===== config.mk =====
export PLATFORM = sky130hd
export DESIGN_NAME = spart_receiver
export DESIGN_NICKNAME = d
export VERILOG_FILES = /design/src/rtl/spart_receiver.sv
export SDC_FILE = /design/constraint.sdc
export NUM_CORES = 1
export LEC_CHECK = 0
export CAP_MARGIN = 25
export CORE_MARGIN = 5
export CORE_UTILIZATION = 30
export CTS_CLUSTER_DIAMETER = 120
export DETAILED_ROUTE_END_ITERATION = 12
export PLACE_DENSITY = 0.58
export SYNTH_ARGS = -nofsm -noshare
export SYNTH_HDL_FRONTEND = slang
export SYNTH_SLANG_ARGS = --single-unit

===== constraint.sdc =====
create_clock -name clk -period 2.3 [get_ports clk]
set_clock_uncertainty 0.1 [all_clocks]
set_input_delay 0.46 -clock clk [delete_from_list [all_inputs] [get_ports clk]]
set_output_delay 0.46 -clock clk [all_outputs]
set_load 0.005 [all_outputs]

===== src/rtl/spart_receiver.sv =====
// SPART serial receiver: 1 start bit + 8 data bits LSB-first, sampled on the baud tick.
// Define SPART_RX_SYNC_EN to insert a 2-flop synchronizer on RxD (adds 2 cycles of latency).
module spart_receiver (
  input  logic       clk,
  input  logic       reset,
  input  logic       RxD,
  input  logic       baud_rate_generator,
  output logic [7:0] receiver_buffer,
  output logic       RDA
);

  typedef enum logic [1:0] {
    IDLE      = 2'd0,
    START     = 2'd1,
    DATA      = 2'd2,
    WAIT_HIGH = 2'd3
  } state_t;

  state_t     state, next_state;
  logic       rx_s;
  logic [3:0] bit_cnt;
  logic [6:0] shift_reg;
  logic       start_clr, shift_en, load_byte, clr_rda;

`ifdef SPART_RX_SYNC_EN
  logic sync_q1, sync_q2;

  // Flops reset to 1 so a reset never looks like a start bit.
  always_ff @(posedge clk or negedge reset) begin
    if (!reset) begin
      sync_q1 <= 1'b1;
      sync_q2 <= 1'b1;
    end else begin
      sync_q1 <= RxD;
      sync_q2 <= sync_q1;
    end
  end

  assign rx_s = sync_q2;
`else
  assign rx_s = RxD;
`endif

  // NOTE: sequential state uses non-blocking (<=) so every flop samples pre-edge values.
  always_ff @(posedge clk or negedge reset) begin
    if (!reset) state <= IDLE;
    else        state <= next_state;
  end

  // NOTE: every output of this block gets a default first, otherwise latches are inferred.
  always_comb begin
    next_state = state;
    start_clr  = 1'b0;
    shift_en   = 1'b0;
    load_byte  = 1'b0;
    clr_rda    = 1'b0;
    case (state)
      IDLE: begin
        if (!rx_s) begin
          next_state = START;
          clr_rda    = 1'b1;
        end
      end
      START: begin
        if (baud_rate_generator) begin
          next_state = DATA;
          start_clr  = 1'b1;
        end
      end
      DATA: begin
        if (baud_rate_generator) begin
          shift_en = 1'b1;
          if (bit_cnt == 4'd7) begin
            load_byte  = 1'b1;
            next_state = WAIT_HIGH;
          end
        end
      end
      WAIT_HIGH: begin
        // A 0 in data bit 7 must not be mistaken for the next start bit.
        if (rx_s) next_state = IDLE;
      end
      default: next_state = IDLE;
    endcase
  end

  // Seven bits suffice: bit 7 goes straight from the line into the buffer.
  always_ff @(posedge clk or negedge reset) begin
    if (!reset) begin
      bit_cnt   <= 4'd0;
      shift_reg <= 7'd0;
    end else if (start_clr) begin
      bit_cnt   <= 4'd0;
      shift_reg <= 7'd0;
    end else if (shift_en) begin
      bit_cnt   <= bit_cnt + 4'd1;
      shift_reg <= {rx_s, shift_reg[6:1]};
    end
  end

  always_ff @(posedge clk or negedge reset) begin
    if (!reset) begin
      receiver_buffer <= 8'h00;
      RDA             <= 1'b0;
    end else if (load_byte) begin
      receiver_buffer <= {rx_s, shift_reg};
      RDA             <= 1'b1;
    end else if (clr_rda) begin
      RDA <= 1'b0;
    end
  end

endmodule


* After elaboration in Yosys (flattened, before gate mapping)
Index checks and enable logic that the tools add are counted.
Cells by class: add/sub/neg operators 1, equal/unequal tests 9, muxes and demuxes 20, reductions and logical operators 4
Operator list (count):
- two-way mux 7 bit | 2
- two-way mux 1 bit | 10
- two-way mux 2 bit | 5
- inequality test 2 bit (second input constant) | 5
- two-way mux 4 bit | 2
- case mux 2 bit (4 select lines) | 1
- AND reduction 5 bit | 1
- adder 4 x 1 -> 4 bit (second input constant) | 1
- == test 2 bit (second input constant) | 2
- == test 4 x 3 -> 1 bit (second input constant) | 1
- nonzero test 2 bit | 2
- == test 2 x 1 -> 1 bit (second input constant) | 1
- zero test 2 bit | 1
Word-level totals: bits in registers 22, bits of input ports 4

* Longest topological paths before layout
depth in word-level cells 5, mapped depth 7

* Worst setup path before layout
Ideal clock, no wire load.
path kind flip-flop to flip-flop, from register state[0], to register state[1], library setup time 0.125 ns, arrival time 1.386 ns, data required time 2.075 ns, slack 0.689 ns, stages on the path, launching flop included 7, period minus slack after synthesis 1.611 ns, cells stage by stage dfrtp_1 > inv_1 > ha_1 > buf_4 > inv_1 > o221ai_1 > mux2_2
On the way: cells in the longest elaborated chain, start to end 3, elaborated cells between the ends (all ways) 11, classes of those cells 8 x eq/ne; 1 x mux; 2 x reduce/logical
RTL lines:
- from (decl) | line 19 | state_t state, next_state;
- from (signal assigned) | line 47 | else state <= next_state;
- == test 2 bit, or another cell as far along | line 57 | case (state)
- inequality test 2 bit (no line)
- AND reduction 5 bit (no line)
Several ways; a longest one is shown, not always the timed one. A chain may end at the register's enable or synchronous reset.

* Final worst setup path
from register state[0], to register receiver_buffer[7]
On the way: cells in the longest elaborated chain, start to end 2
RTL lines:
- == test 2 bit | line 57
- two-way mux 1 bit | line 57
- to (signal assigned) | line 106 | receiver_buffer <= {rx_s, shift_reg};
- to (decl) | line 8 | output logic [7:0] receiver_buffer,
No other way between the ends.

==> impl_metrics.tcl <==
set metrics [dict create \
    critPathBufInv 1 \
    drtAntennaViolNets 0 \
    min_path_type "input pin to async pin" \
    place_ws_ns 0.331 \
    finalMaxSlewViolations 0 \
    nets 103 \
    worstMarginPinSlew_ns 0.405 \
    grt_pass1_wl_um 3330 \
    grt_start_max_net_pins 23 \
    wl_um 1790 \
    r2r_start "state[0]" \
    crit_fanout 11 \
    io_buffers 12 \
    critPathTopFamily "simple AND/OR/NAND/NOR gates" \
    synth_top_area_cell "dfrtp_1" \
    cts_buffers 3 \
    drive_gt1_share_pct 20.4 \
    syn_area_per_cell_um2 13.2 \
    die_w_um 69.1 \
    cpPeakStageDelay_ns 0.43 \
    r2r_cells 5 \
    initial_core_util_pct 31.1 \
    synth_top_area_share_pct 52.6 \
    setup_tns_ns 0 \
    yosys_warnings 0 \
    synth_cells 79 \
    grt-ovfl-total 0 \
    rows 21 \
    setup.worst_path.end_class "flop" \
    power_density_mw_per_mm2 1080 \
    yosys.cell_types.count 27 \
    fin_crit_ns 1.96 \
    r2r_end "receiver_buffer[7]" \
    path_clk_slew_ns 0.12 \
    vias 659 \
    ff2ff_setup_slack_ns 0.34 \
    synth_seq_area_share_pct 52.6 \
    grt_usage_pct 8.21 \
    synth_seq_cells 22 \
    grt_setup_unrepaired "no" \
    cp_cell_sequence "inv_1 > ha_1 > nand2_1 > nor2b_4 > mux2_4" \
    peakVddDrop_mv 0.701 \
    clock-root-buffer "clkbuf_4" \
    syn_area_mm2 0.00105 \
    ctsResizeCount 0 \
    maxSlewHeadroom_pct 72.3 \
    nFillCells 340 \
    p_sw_share_pct 32.0 \
    core_region_area_mm2 0.00336 \
    antenna_found_initial 0 \
    clk_latency_ns 0.31 \
    seqPwrFrac_pct 43.8 \
    dr.pass1.iters 5 \
    arrival_ns 2.06 \
    path_depth 5 \
    status "complete, no violations" \
    worst_slack_ns 0.345 \
    crit_path_start "state[0]" \
    die_area_mm2 0.00477 \
    clockBufferDepth 2 \
    p_int_w 0.000930 \
    wl_per_cell_um 12.9 \
    utilization_pct 37.5 \
    cts_sinks 22 \
    switchingPower_w 0.000438 \
    ios 13 \
    final_cells 139 \
    leakagePower_nw 0.584 \
    setup_viol_count_final 0 \
    p_comb_share_pct 34.5 \
    ctsHoldBuffers 0 \
    hold_viol 0 \
    drc 0 \
    place.gp.congestion 0.858 \
    fmax_mhz 512 \
    required_ns 2.41 \
    die_h_um 69.1 \
    area.growth.synth_to_final_pct 20.7 \
    cts_tree "yes" \
    clkPwrFrac_pct 21.7 \
    syn-num-nets 88 \
    dp_cells 135 \
    crit_path_top_delay_cell "dfrtp_1" \
    timing.hold.ws_ns 0.377 \
    final_common_cell "dfrtp_1" \
    layout_common_cells "22 x dfrtp_1, 12 x clkdlybuf4s50_1, 8 x mux2_4, 6 x a22o_1, 5 x ha_1" \
    postCtsSetupRepairBufs 0 \
    endpoint "receiver_buffer[7]" \
    place.detailed.hpwl_um 1290 \
    drv_cap 0 \
    grt_pass1_vias 728 \
    fin_crit_sh_pct 85.0 \
    cp-start-kind "flop" \
    criticalPathCategory "flop to flop" \
    drt_iter0_markers 10 \
    antenna_cells 0 \
    largest_reg_flops 8 \
    synth_top_cells_by_area "dfrtp_1 53%, mux2_4 11%, ha_1 6.0%, a22o_1 5.0%, o2bb2ai_1 2.5%" \
    viasPerCell 4.74 \
    htree_levels 1 \
]
-- cells in the mapped netlist --
cell       instances
mux2i_1            1
dfrtp_1           22
a21oi_1            4
nor2_1             1
a22o_1             6
a22o_2             1
and3b_1            2
a21o_2             1
ha_1               5
buf_2              2
a2111oi_0          1
buf_4              1
o21ai_0            3
o221ai_1           1
buf_6              1
nand2b_1           1
mux2_2             2
inv_1              4
o21ai_1            1
o2bb2ai_1          3
and3_1             2
and4_1             1
nor2b_1            1
nand2_1            2
mux2_4             8
nor2b_4            1
nor3_1             1
-- worst min-delay path by stage --
| stage | from | to | slack [ns] | cells past startpoint |
|---|---|---|---|---|
| 2_1_floorplan | reset | RDA | 0.06 | 0 |
| 3_3_place_gp | RDA | RDA | 0.38 | 1 |
| 3_5_place_dp | RDA | RDA | 0.38 | 1 |
| 4_1_cts | reset | receiver_buffer[6] | 0.38 | 2 |
| 5_1_grt | reset | receiver_buffer[6] | 0.38 | 2 |
| 6_report | reset | state[1] | 0.38 | 2 |
-- power by group through the flow --
| stage | clock network (W) | registers, W | logic, W |
|---|---|---|---|
| 2_1_floorplan | 0 | 0.000583 | 0.000358 |
| 3_3_place_gp | 0 | 0.000599 | 0.000457 |
| 3_5_place_dp | 0 | 0.000606 | 0.000473 |
| 4_1_cts | 0.000305 | 0.000599 | 0.000476 |
| 5_1_grt | 0.000327 | 0.000619 | 0.000533 |
| 6_report | 0.000297 | 0.000599 | 0.000472 |
-- stage by stage --
step | power (W) | cell area [um^2]
2_1_floorplan | 0.000941 | 1050
3_3_place_gp | 0.00106 | 1210
3_5_place_dp | 0.00108 | 1210
4_1_cts | 0.00138 | 1260
5_1_grt | 0.00148 | 1260
6_report | 0.00137 | 1260
-- routing by layer --
layer	track usage, %	vias up	wire [um]
li1	-	313	-
met1	11.1	332	889
met2	12.5	12	790
met3	3.49	2	102
met4	1.30	0	10
met5	0	-	0
-- final cells by class --
cell class	count	area [um^2]	area share (%)
Clock buffer	3	22.5	1.78
Clock inverter	1	30.0	2.38
Inverter	4	15.0	1.19
Multi-Input combinational cell	49	452	35.8
Sequential cell	22	551	43.6
Tap cell	46	57.6	4.56
Timing Repair Buffer	14	135	10.7
-- cell families after synthesis --
family	after synthesis	synth area share, %
AND/OR/NAND/NOR	12	7.78
buffers and inverters	8	4.19
multiplexers	11	14.6
AO/OA/AOI/OAI	21	14.8
adder cells (fa/ha/maj)	5	5.98
flip-flops	22	52.6
-- worst register-to-register path, cell delays in order (launching register included) --
cell	delay, ns
dfrtp_1	0.43
inv_1	0.11
ha_1	0.36
nand2_1	0.16
nor2b_4	0.35
mux2_4	0.34
(Power assumes the default switching activity.)
